$ cat config.mk
export PLATFORM = sky130hd
export DESIGN_NAME = ahb_sram_ctrl
export DESIGN_NICKNAME = d
export VERILOG_FILES = /design/src/rtl/ahb_sram_pkg.sv /design/src/rtl/ahb_sram_be_gen.sv /design/src/rtl/ahb_sram_ctrl.sv
export SDC_FILE = /design/constraint.sdc
export NUM_CORES = 1
export LEC_CHECK = 0
export CAP_MARGIN = 20
export CORE_ASPECT_RATIO = 1.75
export CORE_MARGIN = 2
export CORE_UTILIZATION = 28
export CTS_CLUSTER_DIAMETER = 150
export DETAILED_ROUTE_END_ITERATION = 6
export PLACE_DENSITY = 0.82
export SLEW_MARGIN = 10
export SYNTH_ARGS = -nofsm -noshare
export SYNTH_HDL_FRONTEND = slang
export SYNTH_HIERARCHICAL = 1
export SYNTH_SLANG_ARGS = --single-unit
export TNS_END_PERCENT = 50
$ cat constraint.sdc
create_clock -name hclk -period 2.4 [get_ports hclk]
set_input_delay 0.48 -clock hclk [delete_from_list [all_inputs] [get_ports hclk]]
set_output_delay 0.48 -clock hclk [all_outputs]
set_load 0.03 [all_outputs]
$ cat src/rtl/ahb_sram_pkg.sv
// Shared AHB-Lite encodings and the data-phase state machine states
// for the AHB-to-SRAM controller.
package ahb_sram_pkg;

  typedef enum logic [1:0] {
    IDLE   = 2'd0,
    BUSY   = 2'd1,
    NONSEQ = 2'd2,
    SEQ    = 2'd3
  } htrans_e;

  typedef enum logic [1:0] {
    OKAY  = 2'd0,
    ERROR = 2'd1
  } hresp_e;

  localparam logic [2:0] BYTE = 3'd0;
  localparam logic [2:0] HALF = 3'd1;
  localparam logic [2:0] WORD = 3'd2;

  typedef enum logic [2:0] {
    ST_IDLE,
    ST_WR,
    ST_RD,
    ST_RD_DLY,
    ST_ERR1,
    ST_ERR2
  } state_e;

endpackage

$ cat src/rtl/ahb_sram_be_gen.sv
// Little-endian byte-lane enables for a 32-bit beat, plus a flag for
// unsupported sizes and misaligned addresses.
module ahb_sram_be_gen
  import ahb_sram_pkg::*;
(
  input  logic [1:0] addr_lo,
  input  logic [2:0] hsize,
  output logic [3:0] be,
  output logic       err
);

  always_comb begin
    be  = 4'b0000;
    err = 1'b0;
    case (hsize)
      BYTE: be = 4'b0001 << addr_lo;
      HALF: begin
        be  = addr_lo[1] ? 4'b1100 : 4'b0011;
        err = addr_lo[0];
      end
      WORD: begin
        be  = 4'b1111;
        err = (addr_lo != 2'b00);
      end
      default: err = 1'b1;
    endcase
  end

endmodule

$ cat src/rtl/ahb_sram_ctrl.sv
// AHB-Lite slave fronting a single-port synchronous SRAM: zero-wait reads,
// data-phase writes, one wait state on read-after-write, two-cycle ERROR.
module ahb_sram_ctrl
  import ahb_sram_pkg::*;
#(
  parameter int SRAM_AW = 14,
  parameter int ADDR_W  = 32,
  parameter int DATA_W  = 32
) (
  input  logic               hclk,
  input  logic               hresetn,
  input  logic               hsel,
  input  logic               hready,
  input  logic [1:0]         htrans,
  input  logic               hwrite,
  input  logic [2:0]         hsize,
  input  logic [2:0]         hburst,
  input  logic [ADDR_W-1:0]  haddr,
  input  logic [DATA_W-1:0]  hwdata,
  output logic               hready_resp,
  output logic [1:0]         hresp,
  output logic [DATA_W-1:0]  hrdata,
  output logic               sram_cs,
  output logic               sram_we,
  output logic [3:0]         sram_be,
  output logic [SRAM_AW-1:0] sram_addr,
  output logic [DATA_W-1:0]  sram_wdata,
  input  logic [DATA_W-1:0]  sram_rdata
);

  state_e             state_reg;
  logic [SRAM_AW-1:0] addr_reg;
  logic [3:0]         be_reg;
  logic               hready_resp_reg;
  hresp_e             hresp_reg;

  logic [3:0] be_addr;
  logic       align_err;
  logic       range_err;
  logic       xfer_err;
  logic       take;
  logic       unused_ok;

  ahb_sram_be_gen u_be_gen (
    .addr_lo (haddr[1:0]),
    .hsize   (hsize),
    .be      (be_addr),
    .err     (align_err)
  );

  assign range_err = |haddr[ADDR_W-1:SRAM_AW+2];
  assign xfer_err  = align_err | range_err;
  assign take      = hsel & hready & htrans[1] & hready_resp_reg;
  assign unused_ok = &{1'b0, hburst, htrans[0]};

  always_ff @(posedge hclk or negedge hresetn) begin
    if (!hresetn) begin
      state_reg       <= ST_IDLE;
      addr_reg        <= '0;
      be_reg          <= '0;
      hready_resp_reg <= 1'b1;
      hresp_reg       <= OKAY;
    end else begin
      case (state_reg)
        ST_RD_DLY: begin
          state_reg       <= ST_RD;
          hready_resp_reg <= 1'b1;
          hresp_reg       <= OKAY;
        end
        ST_ERR1: begin
          state_reg       <= ST_ERR2;
          hready_resp_reg <= 1'b1;
          hresp_reg       <= ERROR;
        end
        default: begin
          state_reg       <= ST_IDLE;
          hready_resp_reg <= 1'b1;
          hresp_reg       <= OKAY;
          if (take) begin
            addr_reg <= haddr[SRAM_AW+1:2];
            be_reg   <= be_addr;
            if (xfer_err) begin
              state_reg       <= ST_ERR1;
              hready_resp_reg <= 1'b0;
              hresp_reg       <= ERROR;
            end else if (hwrite) begin
              state_reg <= ST_WR;
            end else if (state_reg == ST_WR) begin
              // SRAM port is busy committing the write this cycle
              state_reg       <= ST_RD_DLY;
              hready_resp_reg <= 1'b0;
            end else begin
              state_reg <= ST_RD;
            end
          end
        end
      endcase
    end
  end

  // Reads launch straight from the address phase; gating with hresetn keeps
  // the port quiet the instant reset asserts.
  always_comb begin
    sram_cs    = 1'b0;
    sram_we    = 1'b0;
    sram_be    = 4'b0000;
    sram_addr  = '0;
    sram_wdata = '0;
    if (hresetn) begin
      case (state_reg)
        ST_WR: begin
          sram_cs    = 1'b1;
          sram_we    = 1'b1;
          sram_be    = be_reg;
          sram_addr  = addr_reg;
          sram_wdata = hwdata;
        end
        ST_RD_DLY: begin
          sram_cs   = 1'b1;
          sram_be   = be_reg;
          sram_addr = addr_reg;
        end
        default: begin
          if (take && !xfer_err && !hwrite) begin
            sram_cs   = 1'b1;
            sram_be   = be_addr;
            sram_addr = haddr[SRAM_AW+1:2];
          end
        end
      endcase
    end
  end

  assign hrdata      = (hresetn && state_reg == ST_RD) ? sram_rdata : '0;
  assign hready_resp = hready_resp_reg;
  assign hresp       = hresp_reg;

endmodule

==> results of run 1 <==
[power groups by stage]
stage	clock (mW)	sequential (mW)	combinational (mW)
finish	0.348	0.637	1.15
global route	0.365	0.660	1.22
CTS	0.355	0.632	1.15
detailed placement	0	0.631	1.10
global placement	0	0.621	1.09
floorplan	0	0.607	0.575
[cells by family (layout without fill, tap and decap cells)]
| family | after synthesis | after routing | synth area share, % |
|---|---|---|---|
| and+or+nand+nor | 93 | 93 | 36.33 |
| AOI/OAI and AO/OA | 35 | 35 | 15.04 |
| DFF | 22 | 22 | 31.73 |
| buffers and inverters | 19 | 227 | 5.035 |
| muxes | 18 | 18 | 11.65 |
| other | 1 | 1 | 0.2156 |
[cells in the mapped netlist, drive strengths merged, types with 2 or more instances]
| cell | number | share of area [%] |
|---|---|---|
| and2 | 33 | 12 |
| and3 | 32 | 12 |
| dfrtp | 21 | 30 |
| a22o | 18 | 9.1 |
| mux2 | 18 | 12 |
| clkbuf | 12 | 2.6 |
| nor2 | 8 | 2.2 |
| o21ai | 6 | 1.7 |
| a21oi | 5 | 1.4 |
| buf | 4 | 1.8 |
| nand2b | 4 | 1.4 |
| nor4 | 4 | 3.9 |
| inv | 3 | 0.65 |
| nor3 | 3 | 1.2 |
| nand2 | 2 | 0.58 |
| nor4b | 2 | 1.4 |
[through the flow]
stage	instances	TNS [ns]	hold slack, ns	worst slack [ns]
final	476	-1.342	0.3998	-0.1131
after global routing	476	-2.894	0.4035	-0.1826
after CTS	478	-2.990	0.4099	-0.2054
after detailed placement	461	-8.704	0.4748	-0.4744
after global placement	461	-7.344	0.4673	-0.4331
after floorplan	188	-0.1838	0.1844	-0.02626
[final cells by class]
| type | instances | area [um^2] | share of cell area (%) |
|---|---|---|---|
| Clock inverter | 1 | 30.03 | 0.7209 |
| Clock buffer | 3 | 41.29 | 0.9913 |
| Multi-Input combinational cell | 147 | 1199 | 28.78 |
| Sequential cell | 22 | 551.8 | 13.25 |
| Tap cell | 80 | 100.1 | 2.403 |
| Timing Repair Buffer | 220 | 2232 | 53.59 |
| Inverter | 3 | 11.26 | 0.2704 |
[timing repair]
item | in CTS | in global routing
endpoints found under the setup margin | 49 | 25
cloned | 3 | 0
pin swaps | 19 | 15
gates resized for setup | 72 | 12
setup buffers | 10 | 1
[per-layer routing]
layer	global-route usage, %	vias up	part of all wire (%)
met5	0	-	0
met2	45.56	129	54
met4	3.882	0	0.55
met1	23.70	1079	33
li1	-	1092	-
met3	10.09	4	12
[final timing paths]
path | cells after the start | slack (ns) | to | from
worst min-delay path | 2 | 0.40 | state_reg[0]$_DFF_PN0_ | hresetn
max in group asynchronous | 2 | 1.69 | hready_resp$_DFF_PN1_ | hresetn
min in group hclk | 1 | 0.49 | be_reg[3]$_DFFE_PN0P_ | be_reg[3]$_DFFE_PN0P_
worst max register to register | 6 | 0.63 | addr_reg[5]$_DFFE_PN0P_ | hready_resp$_DFF_PN1_
worst min register to register | 1 | 0.49 | be_reg[3]$_DFFE_PN0P_ | be_reg[3]$_DFFE_PN0P_
worst max-delay path | 10 | -0.11 | sram_cs | haddr[1]
==> run summary, run 1 <==
Crit Path Category = in2out
DRC = 0
Slew Limit Fails = 0
Clk sink count = 22
Gpl congestion = 0.8215
Final nets = 506
Post-DP HPWL = 6.360 mm
Maximum clock rate = 397.9 MHz
CORE AREA = 6086 um^2
Netlist Area Pre-Place = 1739 um^2
DRC marker count from the first detailed-route iteration = 94
Die area = 6883 um^2
Worst vdd ir = 0.5427 mV
Number of enable flip-flop cells after synthesis = 0
Fin area = 4165 um^2
Yosys Warn Count = 6
Initial Util = 28.58%
RSZ-0062 raised after global routing = true
Per-cell routed wire length = 17.52 um
P_sw = 765.3 uW
Fin Clk Skew = 0.002981 ns
Data arrival, critical path = 2.03 ns
Most common cell after layout, fill and taps aside = clkdlybuf4s50_1
Hold-fix buffers, CTS = 0
Clk buf depth = 2
Critical path endpoint category = primary output
Antenna Nets Post-Route = 0
Reg power frac = 29.8%
Pin count of the biggest net entering global routing = 46
Fillers = 482
First-pass GRT wire length = 12.53 mm
PwrDens = 513.6 nW/um^2
Total power = 2.139 mW
Total internal power = 1.374 mW
Die Y = 108.3 um
MaxCap Viol Count = 0
Combinational Power Share = 54.0%
Final setup fails = 19
Fin. Hold Viols = 0
Synth Area per Inst = 9.251 um^2
Fin crit share = 104.7%
Worst-path fanout max = 5
Area after DPL = 3839 um^2
Port Buf Inserts = 190
H-tree depth = 1
Worst Hold Class = in2async
Syn nets = 297
Layout cell share with drive strength beyond 1 = 41.16%
Most used DFF post-synth = dfrtp_1
Critical Path RT = 1.92 ns
1st-pass router iterations = 4
Outcome = finished, violations left
Sequential share of the synthesized area = 31.73%
Vias = 2,304
Clk pwr share = 16.3%
Most frequent cells in the layout = clkdlybuf4s50_1, buf_4, and2_1
CP max-delay cell = or2_1
Vias in the first global route = 2,260
Register clock-pin slew on the reported worst setup and hold paths = 0.08 ns
Clock buffer count from CTS = 3
Largest register FFs = 14
Vias per cell = 4.840
Yosys reg bits = 22
GR Util All Layers = 23.74%
Async SR Flop Fraction = 100.0%
Initial antenna violation count = 0
Top Family by Delay on Critical Path = simple AND/OR/NAND/NOR gates
Mapped Cells = 188
Failing checks = setup timing
Clock root buffer = clkbuf_8
CTS tree = built
Max stage delay on crit path = 0.24 ns
Skew-Pair Late Insertion Delay = 0.26 ns
Final worst slack = -0.1131 ns
Ant diodes = 0
Row cnt = 38
Unique masters post-synth = 39
P&R area growth vs syn = 139.5%
Switching Share = 35.77%
Leakage = 2.005 nW
Die W = 63.58 um
Startpoint types = input pin
Total gr overflow = 0
Layout Utilization = 68.44%
I/O Pins = 196
Worst-path cell chain = buf_6 > nor3_4 > o21bai_4 > nor4_4 > nand2_2 > buf_4 > buf_4 > or2_1 > o21ai_2 > buf_6
Worst Path Buf+Inv = 4
DRT Wirelength = 8.339 mm
Crit path time final = 2.513 ns
(Power assumes the default switching activity.)
==> run 2: changes to the inputs <==
--- a/config.mk
+++ b/config.mk
@@ -5,9 +5,10 @@
 export SDC_FILE = /design/constraint.sdc
 export NUM_CORES = 1
 export LEC_CHECK = 0
+export ABC_CLOCK_PERIOD_IN_PS = 2400
 export CAP_MARGIN = 20
 export CORE_ASPECT_RATIO = 1.75
-export CORE_MARGIN = 2
+export CORE_MARGIN = 4
 export CORE_UTILIZATION = 28
 export CTS_CLUSTER_DIAMETER = 150
 export DETAILED_ROUTE_END_ITERATION = 6
==> run summary, run 2 (synthesis gave the netlist of run 1 again) <==
Largest register FFs = 14 (unchanged)
Vias = 2,230 (-3.2%)
Clk buf depth = 2 (unchanged)
Switching Share = 36.75% (+0.98 points)
Register clock-pin slew on the reported worst setup and hold paths = 0.08 ns (about the same)
Post-DP HPWL = 6.204 mm (-2.5%)
Data arrival, critical path = 1.94 ns (-0.09 ns)
Combinational Power Share = 54.6% (+0.6 points)
M2 GR Usage = 38.26% (-7.3 points)
Critical Path RT = 1.92 ns (about the same)
Fin. Hold Viols = 0 (unchanged)
Per-cell routed wire length = 15.88 um (-9.4%)
Critical path endpoint category = primary output
Gr busiest metal = met2
Fillers = 478 (-0.83%)
Die area = 7586 um^2 (+10%)
Vias in the first global route = 2,345 (+3.8%)
Slew Limit Fails = 0 (unchanged)
Crit path time final = 2.415 ns (-0.09801 ns)
Ant diodes = 0 (unchanged)
Leakage = 1.903 nW (-5.1%)
Port Buf Inserts = 190 (unchanged)
Met3 Usage GRT = 3.403% (-6.7 points)
Total gr overflow = 0 (unchanged)
Total internal power = 1.232 mW (-10%)
P_sw = 715.7 uW (-6.5%)
Routing usage on met1 = 18.10% (-5.6 points)
Hold-fix buffers, CTS = 0 (unchanged)
Layout cell share with drive strength beyond 1 = 37.85% (-3.3 points)
1st-pass router iterations = 4 (unchanged)
Outcome = finished, violations left
PwrDens = 501.9 nW/um^2 (-2.3%)
DRT Wirelength = 7.446 mm (-11%)
CORE AREA = 5972 um^2 (-1.9%)
Die W = 67.58 um (+6.3%)
First-pass GRT wire length = 11.04 mm (-12%)
Die Y = 112.3 um (+3.7%)
Clock buffer count from CTS = 3 (unchanged)
Failing checks = setup timing
RSZ-0062 raised after global routing = true
Clk sink count = 22 (unchanged)
Clock root buffer = clkbuf_8
Initial antenna violation count = 0 (unchanged)
CTS tree = built
Pin count of the biggest net entering global routing = 43 (-6.5%)
GR Util All Layers = 19.09% (-4.7 points)
R2r endpoint = be_reg[1]$_DFFE_PN0P_
Fin Clk Skew = 0.002693 ns (-0.0002886 ns)
DRC = 0 (unchanged)
Worst Hold Class = in2async
Gpl congestion = 0.8095 (-1.5%)
Initial Util = 29.12% (+0.54 points)
H-tree depth = 1 (unchanged)
Reg power frac = 31.9% (+2.1 points)
Maximum clock rate = 414.1 MHz (+4.1%)
Worst vdd ir = 0.2580 mV (-52%)
Setup TNS = -0.04572 ns (+1.297 ns)
Clk pwr share = 13.6% (-2.7 points)
Critical Path Source = haddr[18]
Most frequent cells in the layout = clkdlybuf4s50_1, buf_4, and2_1
Final worst slack = -0.01506 ns (+0.09801 ns)
Worst Setup EP = sram_addr[2]
R2r worst-path depth = 7 (+1)
Row cnt = 37 (-2.6%)
Worst-path fanout max = 8 (+3)
P&R area growth vs syn = 123.1%
I/O Pins = 196 (unchanged)
R2R Setup Slk = 0.55 ns (-0.08 ns)
Final nets = 501 (-0.99%)
Vias per cell = 4.755 (-1.8%)
MaxCap Viol Count = 0 (unchanged)
RR Startpoint = hready_resp$_DFF_PN1_
Startpoint types = input pin
Skew-Pair Late Insertion Delay = 0.26 ns (about the same)
Final setup fails = 7 (-12)
Antenna Nets Post-Route = 0 (unchanged)
Most common cell after layout, fill and taps aside = clkdlybuf4s50_1
Total power = 1.948 mW (-9.0%)
Fin crit share = 100.6% (-4.1 points)
Crit Path Category = in2out
DRC marker count from the first detailed-route iteration = 53 (-44%)
[run 2: cell types whose count changed in the layout (fill, tap and decap cells not counted), moves of 5 or more]
cell	delta
a22o_4	-6
buf_6	+6
and3_1	+6
buf_4	+6
and3_2	-5
buf_12	-14
[run 2: power groups by stage]
stage	logic, mW	clock network (mW)	registers (mW)
floorplan	0.575	0	0.607
global placement	1.02	0	0.618
detailed placement	1.03	0	0.627
CTS	1.07	0.275	0.619
global route	1.12	0.286	0.646
finish	1.06	0.265	0.620
[run 2: timing repair]
| item | CTS | global route |
|---|---|---|
| setup endpoints to repair | 51 | 19 |
| buffers inserted | 5 | 0 |
| gates resized for setup | 66 | 8 |
| pin swaps | 20 | 14 |
[run 2: cell type report]
cell class	instances	area (um^2)	share of cell area, %
Tap cell	78	97.59	2.515
Timing Repair Buffer	215	2018	52.02
Inverter	3	11.26	0.2902
Multi-Input combinational cell	147	1146	29.54
Clock buffer	4	55.05	1.419
Sequential cell	22	551.8	14.22
[run 2: worst min path at each step]
stage,start,endpoint,slack (ns)
6_report,hresetn,state_reg[1]$_DFF_PN0_,0.40
4_1_cts,hresetn,hresp[0]$_DFF_PN0_,0.39
5_1_grt,hresetn,state_reg[1]$_DFF_PN0_,0.40
2_1_floorplan,hresetn,addr_reg[0]$_DFFE_PN0P_,0.18
3_3_place_gp,addr_reg[11]$_DFFE_PN0P_,addr_reg[11]$_DFFE_PN0P_,0.47
3_5_place_dp,addr_reg[12]$_DFFE_PN0P_,addr_reg[12]$_DFFE_PN0P_,0.48
[run 2: metrics by stage]
step           setup slack, ns  hold slack, ns  instances  utilization [%]  instance area (um^2)
2_1_floorplan         -0.02626          0.1844        188                -                  1743
3_3_place_gp           -0.3776          0.4683        460            61.64                  3681
3_5_place_dp           -0.3908          0.4763        460            61.64                  3681
4_1_cts                -0.1228          0.3912        469            64.59                  3857
6_report              -0.01506          0.4044        469            64.97                  3880
5_1_grt               -0.09748          0.4031        469            64.97                  3880
[run 2: critical path: stages]
cell	delay, ns
dlygate4sd2_1	0.24
nor4_2	0.29
nand3_2	0.16
nor4_4	0.29
buf_6	0.18
a22o_1	0.16
buf_6	0.14
[run 2: per-layer routing]
metal	part of all wire (%)	wire, um
met4	1.7	125
met3	6.8	503
met2	59	4429
met1	32	2387
met5	0	0
